$ cat src/rtl/ttt_pkg.sv
// Shared encodings for the tic-tac-toe turn sequencer: FSM states, winner codes,
// board constants and small board helpers.
package ttt_pkg;

   typedef enum logic [2:0] {
      IDLE   = 3'd0,
      A_TURN = 3'd1,
      B_WAIT = 3'd2,
      CHECK  = 3'd3,
      DONE   = 3'd4
   } state_t;

   localparam logic [1:0] WIN_NONE = 2'b00;
   localparam logic [1:0] WIN_A    = 2'b01;
   localparam logic [1:0] WIN_B    = 2'b10;
   localparam logic [1:0] WIN_DRAW = 2'b11;

   localparam logic [8:0] FULL_BOARD  = 9'h1FF;
   localparam int         NUM_SQUARES = 9;

   // Square indices run row-major from the top-left; square 0 lives in board bit 8.
   localparam int SQ_TL = 0;
   localparam int SQ_TM = 1;
   localparam int SQ_TR = 2;
   localparam int SQ_ML = 3;
   localparam int SQ_MM = 4;
   localparam int SQ_MR = 5;
   localparam int SQ_BL = 6;
   localparam int SQ_BM = 7;
   localparam int SQ_BR = 8;

   function automatic logic [8:0] sq_mask(input int idx);
      return 9'b1 << (NUM_SQUARES - 1 - idx);
   endfunction

   function automatic logic is_legal(input logic [8:0] m, input logic [8:0] occ);
      return (m != 9'd0) && ((m & (m - 9'd1)) == 9'd0) && ((m & occ) == 9'd0);
   endfunction

endpackage

$ cat src/rtl/ttt_if.sv
// Move handshake between the player A / AI front ends (master) and the game controller (slave).
interface ttt_if;
   logic       a_move_valid;
   logic [8:0] a_move;
   logic       a_move_ready;
   logic       ai_req;
   logic       ai_move_valid;
   logic [8:0] ai_move;

   modport master (
      output a_move_valid, a_move, ai_move_valid, ai_move,
      input  a_move_ready, ai_req
   );

   modport slave (
      input  a_move_valid, a_move, ai_move_valid, ai_move,
      output a_move_ready, ai_req
   );
endinterface

$ cat src/rtl/ttt_detect_winner.sv
// Combinational line detector: reports which of the eight lines each board has completed.
module ttt_detect_winner (
   input  logic [8:0] ain,
   input  logic [8:0] bin,
   output logic [7:0] win_a,
   output logic [7:0] win_b
);

   // Bit order: rows top..bottom, columns left..right, TL-BR diagonal, TR-BL diagonal.
   function automatic logic [7:0] lines(input logic [8:0] b);
      logic [7:0] l;
      l[0] = b[8] & b[7] & b[6];
      l[1] = b[5] & b[4] & b[3];
      l[2] = b[2] & b[1] & b[0];
      l[3] = b[8] & b[5] & b[2];
      l[4] = b[7] & b[4] & b[1];
      l[5] = b[6] & b[3] & b[0];
      l[6] = b[8] & b[4] & b[0];
      l[7] = b[6] & b[4] & b[2];
      return l;
   endfunction

   assign win_a = lines(ain);
   assign win_b = lines(bin);

endmodule

$ cat src/rtl/ttt_game_ctrl.sv
// Turn sequencer for one tic-tac-toe game: owns both boards, validates moves from
// player A and the AI, runs the AI request/timeout handshake and latches the result.
module ttt_game_ctrl
   import ttt_pkg::*;
#(
   parameter logic A_FIRST    = 1'b1,
   parameter int   AI_TIMEOUT = 255
) (
   input  logic       clk,
   input  logic       rst_n,
   input  logic       start,
   ttt_if.slave       move_if,
   output logic [8:0] ain,
   output logic [8:0] bin,
   output logic [7:0] win_line,
   output logic [1:0] winner,
   output logic       game_over,
   output logic       illegal_move,
   output logic       ai_timeout
);

   localparam int            TW          = $clog2(AI_TIMEOUT + 1);
   localparam logic [TW-1:0] TIMEOUT_VAL = TW'(AI_TIMEOUT);
   localparam state_t        FIRST_TURN  = A_FIRST ? A_TURN : B_WAIT;

   state_t        state, state_nx;
   logic [8:0]    ain_nx, bin_nx;
   logic [3:0]    move_cnt, move_cnt_nx, move_cnt_inc;
   logic [TW-1:0] timer, timer_nx;
   logic [7:0]    win_line_nx;
   logic [1:0]    winner_nx;
   logic          illegal_nx, timeout_nx;
   logic          last_b, last_b_nx;
   logic [8:0]    occ, fallback;
   logic [7:0]    win_a, win_b, cur_line;

   ttt_detect_winner u_detect (
      .ain   (ain),
      .bin   (bin),
      .win_a (win_a),
      .win_b (win_b)
   );

   assign occ          = ain | bin;
   assign cur_line     = last_b ? win_b : win_a;
   assign move_cnt_inc = (move_cnt == 4'd9) ? move_cnt : move_cnt + 4'd1;

   assign move_if.a_move_ready = (state == A_TURN);
   assign move_if.ai_req       = (state == B_WAIT);
   assign game_over            = (state == DONE);

   // Scanning from the highest square index down leaves the lowest-index empty square.
   always_comb begin
      fallback = 9'd0;
      for (int sq = SQ_BR; sq >= SQ_TL; sq--) begin
         if ((occ & sq_mask(sq)) == 9'd0) fallback = sq_mask(sq);
      end
   end

   always_comb begin
      state_nx    = state;
      ain_nx      = ain;
      bin_nx      = bin;
      move_cnt_nx = move_cnt;
      timer_nx    = '0;
      win_line_nx = win_line;
      winner_nx   = winner;
      illegal_nx  = 1'b0;
      timeout_nx  = 1'b0;
      last_b_nx   = last_b;

      if (start) begin
         state_nx    = FIRST_TURN;
         ain_nx      = 9'd0;
         bin_nx      = 9'd0;
         move_cnt_nx = 4'd0;
         win_line_nx = 8'd0;
         winner_nx   = WIN_NONE;
      end else begin
         case (state)
            A_TURN: begin
               if (move_if.a_move_valid) begin
                  if (is_legal(move_if.a_move, occ)) begin
                     ain_nx      = ain | move_if.a_move;
                     move_cnt_nx = move_cnt_inc;
                     last_b_nx   = 1'b0;
                     state_nx    = CHECK;
                  end else begin
                     illegal_nx = 1'b1;
                  end
               end
            end
            // A rejected AI move keeps the timer running toward the fallback.
            B_WAIT: begin
               timer_nx = timer + TW'(1);
               if (move_if.ai_move_valid && is_legal(move_if.ai_move, occ)) begin
                  bin_nx      = bin | move_if.ai_move;
                  move_cnt_nx = move_cnt_inc;
                  last_b_nx   = 1'b1;
                  state_nx    = CHECK;
                  timer_nx    = '0;
               end else begin
                  if (move_if.ai_move_valid) illegal_nx = 1'b1;
                  if (timer == TIMEOUT_VAL) begin
                     bin_nx      = bin | fallback;
                     move_cnt_nx = move_cnt_inc;
                     last_b_nx   = 1'b1;
                     timeout_nx  = 1'b1;
                     state_nx    = CHECK;
                     timer_nx    = '0;
                  end
               end
            end
            // A completed line outranks a full board.
            CHECK: begin
               if (cur_line != 8'd0) begin
                  win_line_nx = cur_line;
                  winner_nx   = last_b ? WIN_B : WIN_A;
                  state_nx    = DONE;
               end else if (move_cnt == 4'd9) begin
                  winner_nx = WIN_DRAW;
                  state_nx  = DONE;
               end else begin
                  state_nx = last_b ? A_TURN : B_WAIT;
               end
            end
            IDLE, DONE: ;
            default: state_nx = IDLE;
         endcase
      end
   end

   always_ff @(posedge clk or negedge rst_n) begin
      if (!rst_n) begin
         state        <= IDLE;
         ain          <= 9'd0;
         bin          <= 9'd0;
         move_cnt     <= 4'd0;
         timer        <= '0;
         win_line     <= 8'd0;
         winner       <= WIN_NONE;
         illegal_move <= 1'b0;
         ai_timeout   <= 1'b0;
         last_b       <= 1'b0;
      end else begin
         state        <= state_nx;
         ain          <= ain_nx;
         bin          <= bin_nx;
         move_cnt     <= move_cnt_nx;
         timer        <= timer_nx;
         win_line     <= win_line_nx;
         winner       <= winner_nx;
         illegal_move <= illegal_nx;
         ai_timeout   <= timeout_nx;
         last_b       <= last_b_nx;
      end
   end

   // The move counter and the occupied-square map must always agree on a full board.
   always_ff @(posedge clk) begin
      if (rst_n) assert ((move_cnt == 4'd9) == (occ == FULL_BOARD));
   end

endmodule

$ cat src/flat_wrapper.sv
// flat-port wrapper written by rule: the top's interface ports become plain ports
module ttt_game_ctrl_flat import ttt_pkg::*;
#(
   parameter logic A_FIRST    = 1'b1,
   parameter int   AI_TIMEOUT = 255
)
  (clk, rst_n, start, ain, bin, win_line, winner, game_over, illegal_move, ai_timeout, move_if_a_move_valid, move_if_a_move, move_if_ai_move_valid, move_if_ai_move, move_if_a_move_ready, move_if_ai_req);
  ttt_if move_if_i ();
  input  logic clk;
  input  logic rst_n;
  input  logic start;
  output logic [8:0] ain;
  output logic [8:0] bin;
  output logic [7:0] win_line;
  output logic [1:0] winner;
  output logic game_over;
  output logic illegal_move;
  output logic ai_timeout;
  input wire logic [$bits(move_if_i.a_move_valid)-1:0] move_if_a_move_valid;
  input wire logic [$bits(move_if_i.a_move)-1:0] move_if_a_move;
  input wire logic [$bits(move_if_i.ai_move_valid)-1:0] move_if_ai_move_valid;
  input wire logic [$bits(move_if_i.ai_move)-1:0] move_if_ai_move;
  output wire logic [$bits(move_if_i.a_move_ready)-1:0] move_if_a_move_ready;
  output wire logic [$bits(move_if_i.ai_req)-1:0] move_if_ai_req;
  assign move_if_i.a_move_valid = move_if_a_move_valid;
  assign move_if_i.a_move = move_if_a_move;
  assign move_if_i.ai_move_valid = move_if_ai_move_valid;
  assign move_if_i.ai_move = move_if_ai_move;
  assign move_if_a_move_ready = move_if_i.a_move_ready;
  assign move_if_ai_req = move_if_i.ai_req;
  ttt_game_ctrl #(.A_FIRST(A_FIRST), .AI_TIMEOUT(AI_TIMEOUT)) u_core (.clk(clk), .rst_n(rst_n), .start(start), .move_if(move_if_i), .ain(ain), .bin(bin), .win_line(win_line), .winner(winner), .game_over(game_over), .illegal_move(illegal_move), .ai_timeout(ai_timeout));
endmodule
$ cat config.mk
export PLATFORM = sky130hd
export DESIGN_NAME = ttt_game_ctrl_flat
export DESIGN_NICKNAME = d
export VERILOG_FILES = /design/src/rtl/ttt_pkg.sv /design/src/rtl/ttt_if.sv /design/src/rtl/ttt_detect_winner.sv /design/src/rtl/ttt_game_ctrl.sv /design/src/flat_wrapper.sv
export SDC_FILE = /design/constraint.sdc
export NUM_CORES = 1
export LEC_CHECK = 0
export BUFFER_PORTS_ARGS = -buffer_cell sky130_fd_sc_hd__buf_2
export CORE_UTILIZATION = 59
export CTS_BUF_LIST = sky130_fd_sc_hd__clkbuf_4 sky130_fd_sc_hd__clkbuf_8 sky130_fd_sc_hd__clkbuf_16
export CTS_CLUSTER_SIZE = 30
export DETAILED_ROUTE_END_ITERATION = 10
export HOLD_SLACK_MARGIN = 0.03
export MAX_ROUTING_LAYER = met4
export PLACE_DENSITY = 0.85
export RECOVER_POWER = 50
export SLEW_MARGIN = 20
export SYNTH_ARGS = -nofsm -noshare
export SYNTH_HDL_FRONTEND = slang
export SYNTH_HIERARCHICAL = 1
export SYNTH_SLANG_ARGS = --single-unit
$ cat constraint.sdc
create_clock -name clk -period 8 [get_ports clk]
set_clock_uncertainty 0.2 [all_clocks]
set_input_delay 0.8 -clock clk [delete_from_list [all_inputs] [get_ports clk]]
set_output_delay 0.8 -clock clk [all_outputs]
set_load 0.05 [all_outputs]
# Word-level counts from Yosys, hierarchy flattened
# Index checks and enable logic that the tools add are counted.
# Widths: inputs -> output; s select.
[totals] word_cells=169 input_bits=23 out_inout_bits=33 ff_bits=46
[op_classes] n_bitwise=41 muxes=61 eq_ne=13 reduce_logical=40 add_sub_neg=4
[ops] op="$mux 9" count=16
[ops] op="$logic_not 9->1" count=13
[ops] op="$mux 8" count=8
[ops] op="$and 9x9->9" count=4
[ops] op="$or 9x9->9" count=4
[ops] op="$and 1x1->1" count=32
[ops] op="$mux 4" count=6
[ops] op="$mux 3" count=7
[ops] op="$reduce_bool 9->1" count=2
[ops] op="$sub 9x1->9 const B" count=2
[ops] op="$mux 1" count=14
[ops] op="$reduce_bool 2->1" count=7
[ops] op="$mux 2" count=6
[ops] op="$pmux 3 s4" count=1
[ops] op="$reduce_bool 3->1" count=3
[ops] op="$add 8x1->8 const B" count=1
[ops] op="$eq 8x8->1 const B" count=1
[ops] op="$pmux 4 s2" count=1
[ops] op="$reduce_and 4->1" count=2
[ops] op="$reduce_bool 8->1" count=1
[ops] op="$eq 3x2->1 const B" count=2
[ops] op="$reduce_and 2->1" count=3
[ops] op="$logic_and 1x1->1" count=5
[ops] op="$reduce_and 5->1" count=1
[ops] op="15 further kinds" count=17

# Logic depth before layout (Yosys ltp)
[logic_depth] ltp_word=16 depth_mapped=7 mapped_depth_nobuf=7

# Modules after synthesis
# The synthesis kept the hierarchy.
[modules_own_cells] module="ttt_game_ctrl" cells_per_inst=283 instances=1 area_each_um2=2626.3 seq_area_each_um2=1151.1
[modules_own_cells] module="ttt_detect_winner" cells_per_inst=16 instances=1 area_each_um2=100.1 seq_area_each_um2=0.0

# Worst setup path before layout
# Ideal clock, no wire load.
[synth_timing] path_type="register to register" startpoint="register u_core.state[2]" endpoint="register u_core.last_b" t_arrival_ns=2.694 n_path_buf=1 stages_incl_launch_ff=7 setup_ns=0.121 period_less_slack_ns=3.015 setup_slack_ns=4.985 required_ns=7.679 path_cell_list="dfrtp_1 > nor3b_1 > nand2_1 > nor4bb_1 > clkbuf_1 > nand2_1 > a22o_1"
[synth_between] elab_chain_cells=3 word_cells_on_any_way=8 cone_classes="eq/ne (5); mux (1); reduce/logical (2)"
[synth_rtl] element="start: declaration" line="ttt_game_ctrl.sv:26" text="state_t state, state_nx;"
[synth_rtl] element="start signal: assignment" line="ttt_game_ctrl.sv:146" text="state <= state_nx;"
[synth_rtl] element="$eq 3x1->1 *"
[synth_rtl] element="via move_if_a_move_ready" line="flat_wrapper.sv:23" text="output wire logic [$bits(move_if_i.a_move_ready)-1:0] move_if_a_move_ready;"
[synth_rtl] element="$ne 2x1->1 (no line) (tied with other cells)"
[synth_rtl] element="$reduce_and 5->1 (no line)"
[synth_rtl] element="end signal: assignment" line="ttt_game_ctrl.sv:155" text="last_b <= last_b_nx;"
[synth_rtl] element="end: declaration" line="ttt_game_ctrl.sv:33" text="logic last_b, last_b_nx;"
# Mark *: on every way through the listed nets, which the timed path passes. The rest lies on a longest branch.
# A chain may end at the register's enable or synchronous reset.

# Worst setup path in the final report
[layout_timing] startpoint="input port move_if_a_move[3]" endpoint="register u_core.last_b"
[layout_between] elab_chain_cells=7 word_cells_on_any_way=10 cone_classes="add/sub (1); eq/ne (1); bitwise (2); reduce/logical (6)"
[layout_rtl] element="start: declaration" line="flat_wrapper.sv:20" text="input wire logic [$bits(move_if_i.a_move)-1:0] move_if_a_move;"
[layout_rtl] element="$sub 9x1->9" line="ttt_pkg.sv:37" text="return (m != 9'd0) && ((m & (m - 9'd1)) == 9'd0) && ((m & occ) == 9'd0);"
[layout_rtl] element="$and 9x9->9" line="ttt_pkg.sv:37"
[layout_rtl] element="$logic_not 9->1" line="ttt_pkg.sv:37"
[layout_rtl] element="$logic_and 1x1->1" line="ttt_pkg.sv:37"
[layout_rtl] element="$logic_and 1x1->1 *" line="ttt_pkg.sv:37"
[layout_rtl] element="$ne 2x1->1 (no line) *"
[layout_rtl] element="$reduce_and 5->1 (no line) *"
# Every way passes the cells marked *; elsewhere a longest branch is shown, timed or not.

==> results.rst <==
.. list-table::
   :header-rows: 1

   * - Metric
     - Value
   * - Standard-cell row count
     - 24
   * - Maximum number of pins on one net before global-route repair
     - 47
   * - Syn Area/Cell
     - about 9 sq um
   * - Core area
     - between 4000 and 5000 sq um
   * - Via count of the first global-routing pass
     - 2378
   * - Power density normalized to cell area
     - 170 nW/um^2
   * - Worst slew margin relative to its limit
     - -60.6%
   * - Worst Max-Slew Pin Slew
     - 2.41 ns
   * - Number of cells produced by synthesis
     - between 200 and 300
   * - Status
     - complete, but fails checks
   * - Clock period minus final worst setup slack
     - 3.22 ns
   * - Die width
     - 70.0 microns
   * - Largest vdd supply drop
     - 0.000129 V
   * - Die outline area
     - about 4900 sq um
   * - Overall routed net length
     - 7.18 mm
   * - Residual antenna-violating net count after detailed routing
     - 0
   * - Number of enable-type register cells in the synthesized netlist
     - 0
   * - Worst min path class
     - reg -> reg
   * - Required @ worst endpoint
     - 7.99 ns
   * - Fraction of layout instances using a drive strength above 1
     - 14.6%
   * - RSZ-0062 raised after global routing
     - false
   * - Delay of the slowest critical-path stage
     - 0.77 ns
   * - Clk slew on worst S/H paths
     - 0.08 ns
   * - Detailed-route vias per instance
     - 6.63
   * - DR iter-0 viols
     - roughly 250
   * - RePlAce Congestion
     - 0.961
   * - Worst-case setup margin in the final layout
     - about 4.8 ns
   * - Number of antenna violations at the first check in global routing
     - 0
   * - #FFs+latches synth
     - 46
   * - Number of clock sinks seen by CTS
     - 46
   * - Drc violations
     - 0
   * - Nets in the synthesized netlist
     - 325
   * - Antenna cell count
     - 0
   * - Period utilisation layout
     - between 40 and 50%
   * - Critical path class
     - in -> reg
   * - Die boundary height
     - 70.0 microns
   * - Total setup buffers inserted after CTS
     - 0
   * - Clock latency of the later-clocked register in the worst-skew pair
     - 0.31 ns
   * - Family with the most delay on the worst path
     - simple AND/OR/NAND/NOR gates
   * - Register area share after synthesis
     - between 40% and 50%
   * - Most used DFF post-synth
     - sky130_fd_sc_hd__dfrtp_1
   * - Final number of setup-violating endpoints
     - 0
   * - GR Util All Layers
     - 31.1%
   * - Grt total ovfl
     - 0
   * - Static power due to leakage
     - 0.00149 uW
   * - Critical Path, Cell by Cell
     - buf_2, or3_1, a2111oi_0, a21oi_1, nor4bb_1, buf_4, nand2_1, a22o_1
   * - Number of max-slew violations in the final report
     - 47
   * - FFs w/ async S/R, synth
     - between 90% and 100%
   * - Boundary pin count
     - 56
   * - Critical path startpoint category
     - input port
   * - Largest fanout of any net on the critical path
     - 6
   * - Vias post-DR
     - 2711
   * - H-tree depth reported by CTS
     - 2
   * - NumNets Final
     - 382
   * - Signal arrival time at the worst endpoint
     - 3.21 ns
   * - Hold_buf cts
     - 0
   * - WL per Instance
     - 17.6 microns
   * - Critical path's slowest cell
     - sky130_fd_sc_hd__nor4bb_1
   * - Fin. Hold Viols
     - 0
   * - Type of destination of the critical path
     - flop
   * - Number of distinct library cell variants in the gate-level netlist after synthesis
     - between 50 and 60
   * - Quantity of gates resized following cts
     - 0
   * - Buffers & Inverters on Critical Path
     - 2
   * - Global-route wire length before repair
     - around 12 mm
   * - Number of maximum-capacitance violations
     - 1
   * - Failing checks
     - max-capacitance violations, max-slew violations
   * - Number of warnings issued by yosys
     - 6
   * - Clock tree from TritonCTS
     - done
   * - TritonRoute pass-1 iters
     - 5
   * - Max frequency
     - 311 MHz
   * - Cts bufs inserted
     - 5
   * - Clock tree buffer depth
     - 2
   * - Total Negative Setup Slacks
     - 0 ns
   * - Netlist Area Pre-Place
     - 2730 sq um
   * - Number of I/O port buffers
     - 55
   * - Area delta synth->final
     - 15.1%
   * - Pre-CTS setup slack
     - between 4 and 5 ns
   * - Effective utilization at floorplan
     - 62.2%
   * - Total half-perimeter wirelength after legalization and detailed placement
     - about 5.1 mm
   * - Root cell of the clock tree
     - sky130_fd_sc_hd__clkbuf_8
   * - Min Hold Slack
     - 0.288 ns
-- state kept, by name, summed over array words and instances, names as in the netlist --
signal / flops
u_core/winner: 2
u_core/illegal_move: 1
u_core/move_cnt: 4
u_core/timer: 8
u_core/win_line: 8
u_core/bin: 9
u_core/last_b: 1
u_core/ain: 9
u_core/state: 3
u_core/ai_timeout: 1
-- final timing paths --
kind / start / end / slack (ns) / cells past startpoint
worst min-delay path: u_core/timer[0] / u_core/timer[0] / 0.29 / 1
worst max register to register: u_core/ain[4] / u_core/last_b / 4.83 / 7
worst min register to register: u_core/timer[0] / u_core/timer[0] / 0.29 / 1
min in group asynchronous: rst_n / u_core/move_cnt[3] / 1.02 / 1
worst max-delay path: move_if_a_move[3] / u_core/last_b / 4.78 / 8
max in group asynchronous: rst_n / u_core/last_b / 5.21 / 1
-- report_power, final --
part           internal, uW  switching [uW]  leakage (uW)
registers               240            9.70      0.000634
clock network          96.6            80.5     0.0000548
logic                  31.2            74.6      0.000799
total                   368             165       0.00149
-- layout make-up --
cell class	instances	area (sq um)
clock inverters	2	37.5
flip-flops and latches	46	1150
well taps	52	65.1
clock buffers	6	76.3
fillers	371	1250
inverters	10	37.5
repair buffers	56	262
multi-input cells	237	1510
-- worst register-to-register path: stages (launching register included) --
cell and delay (ns):
sky130_fd_sc_hd__dfrtp_1 0.51, sky130_fd_sc_hd__or3_1 0.40, sky130_fd_sc_hd__a2111oi_0 0.58, sky130_fd_sc_hd__a21oi_1 0.09
sky130_fd_sc_hd__nor4bb_1 0.77, sky130_fd_sc_hd__buf_4 0.27, sky130_fd_sc_hd__nand2_1 0.06, sky130_fd_sc_hd__a22o_1 0.18
-- metrics by stage --
stage / power, uW / instance area (sq um) / utilization (%) / cells
floorplan: 325 / 2730 / - / 299
global route: 549 / 3140 / 71.5 / 409
global placement: 358 / 3040 / 69.4 / 401
detailed placement: 359 / 3040 / 69.4 / 401
CTS: 534 / 3160 / 72.0 / 409
finish: 533 / 3140 / 71.5 / 409
-- logic make-up after synthesis --
logic type	after synthesis	share of synthesized area [%]
AO/OA/AOI/OAI	76	19.6
XOR/XNOR	7	2.25
adder cells (fa/ha/maj)	3	1.38
buffers and inverters	16	2.48
flip-flops	46	42.2
multiplexers	12	4.59
AND/OR/NAND/NOR	139	27.4
-- routing by layer --
metal / GRT usage [%] / vias to the layer above / share of wire (%)
met5: - / - / 0
met1: 43.5 / 1280 / 43
met3: 4.62 / 21 / 9.3
met2: 46.0 / 151 / 46
met4: 11.3 / 0 / 2.4
li1: - / 1259 / -
-- synth_stat cells (8+ instances only) --
master	instances	area share (%)
sky130_fd_sc_hd__nor2_1	40	5.5
sky130_fd_sc_hd__nand3_1	13	2.4
sky130_fd_sc_hd__inv_1	9	1.2
sky130_fd_sc_hd__and3_1	22	5.0
sky130_fd_sc_hd__a21oi_1	19	3.5
sky130_fd_sc_hd__a31oi_1	8	1.8
sky130_fd_sc_hd__nand2_1	12	1.7
sky130_fd_sc_hd__dfrtp_1	46	42
sky130_fd_sc_hd__o21ai_0	9	1.7
sky130_fd_sc_hd__nor3_1	14	2.6
sky130_fd_sc_hd__o2bb2ai_1	8	2.6
sky130_fd_sc_hd__mux2i_1	8	2.9
-- cell usage in the layout (no fill, tap or decap), types with 2 or more instances in the layout --
cell and n:
sky130_fd_sc_hd__o2bb2ai_1 8, sky130_fd_sc_hd__clkbuf_8 5, sky130_fd_sc_hd__buf_2 38, sky130_fd_sc_hd__mux2i_1 8, sky130_fd_sc_hd__or4b_1 2, sky130_fd_sc_hd__nor2_1 40
sky130_fd_sc_hd__or4_1 5, sky130_fd_sc_hd__nand3b_1 2, sky130_fd_sc_hd__nor2b_1 3, sky130_fd_sc_hd__o21ai_0 9, sky130_fd_sc_hd__inv_1 9, sky130_fd_sc_hd__o31ai_1 4
sky130_fd_sc_hd__a31oi_1 8, sky130_fd_sc_hd__nor4_1 6, sky130_fd_sc_hd__and4_1 2, sky130_fd_sc_hd__a32o_1 3, sky130_fd_sc_hd__ha_1 3, sky130_fd_sc_hd__and2_1 3
sky130_fd_sc_hd__xor2_1 5, sky130_fd_sc_hd__nand4b_1 2, sky130_fd_sc_hd__or2_2 2, sky130_fd_sc_hd__nand2_1 12, sky130_fd_sc_hd__nor3_1 14, sky130_fd_sc_hd__or3_1 2
sky130_fd_sc_hd__nand3_1 13, sky130_fd_sc_hd__and3_1 22, sky130_fd_sc_hd__dfrtp_1 46, sky130_fd_sc_hd__o31a_1 3, sky130_fd_sc_hd__xnor2_1 2, sky130_fd_sc_hd__o21a_1 2
sky130_fd_sc_hd__nand4_1 4, sky130_fd_sc_hd__clkbuf_1 17, sky130_fd_sc_hd__a211oi_1 6, sky130_fd_sc_hd__mux2_1 4, sky130_fd_sc_hd__a41o_1 2, sky130_fd_sc_hd__a21oi_1 19
(Power assumes the default switching activity.)
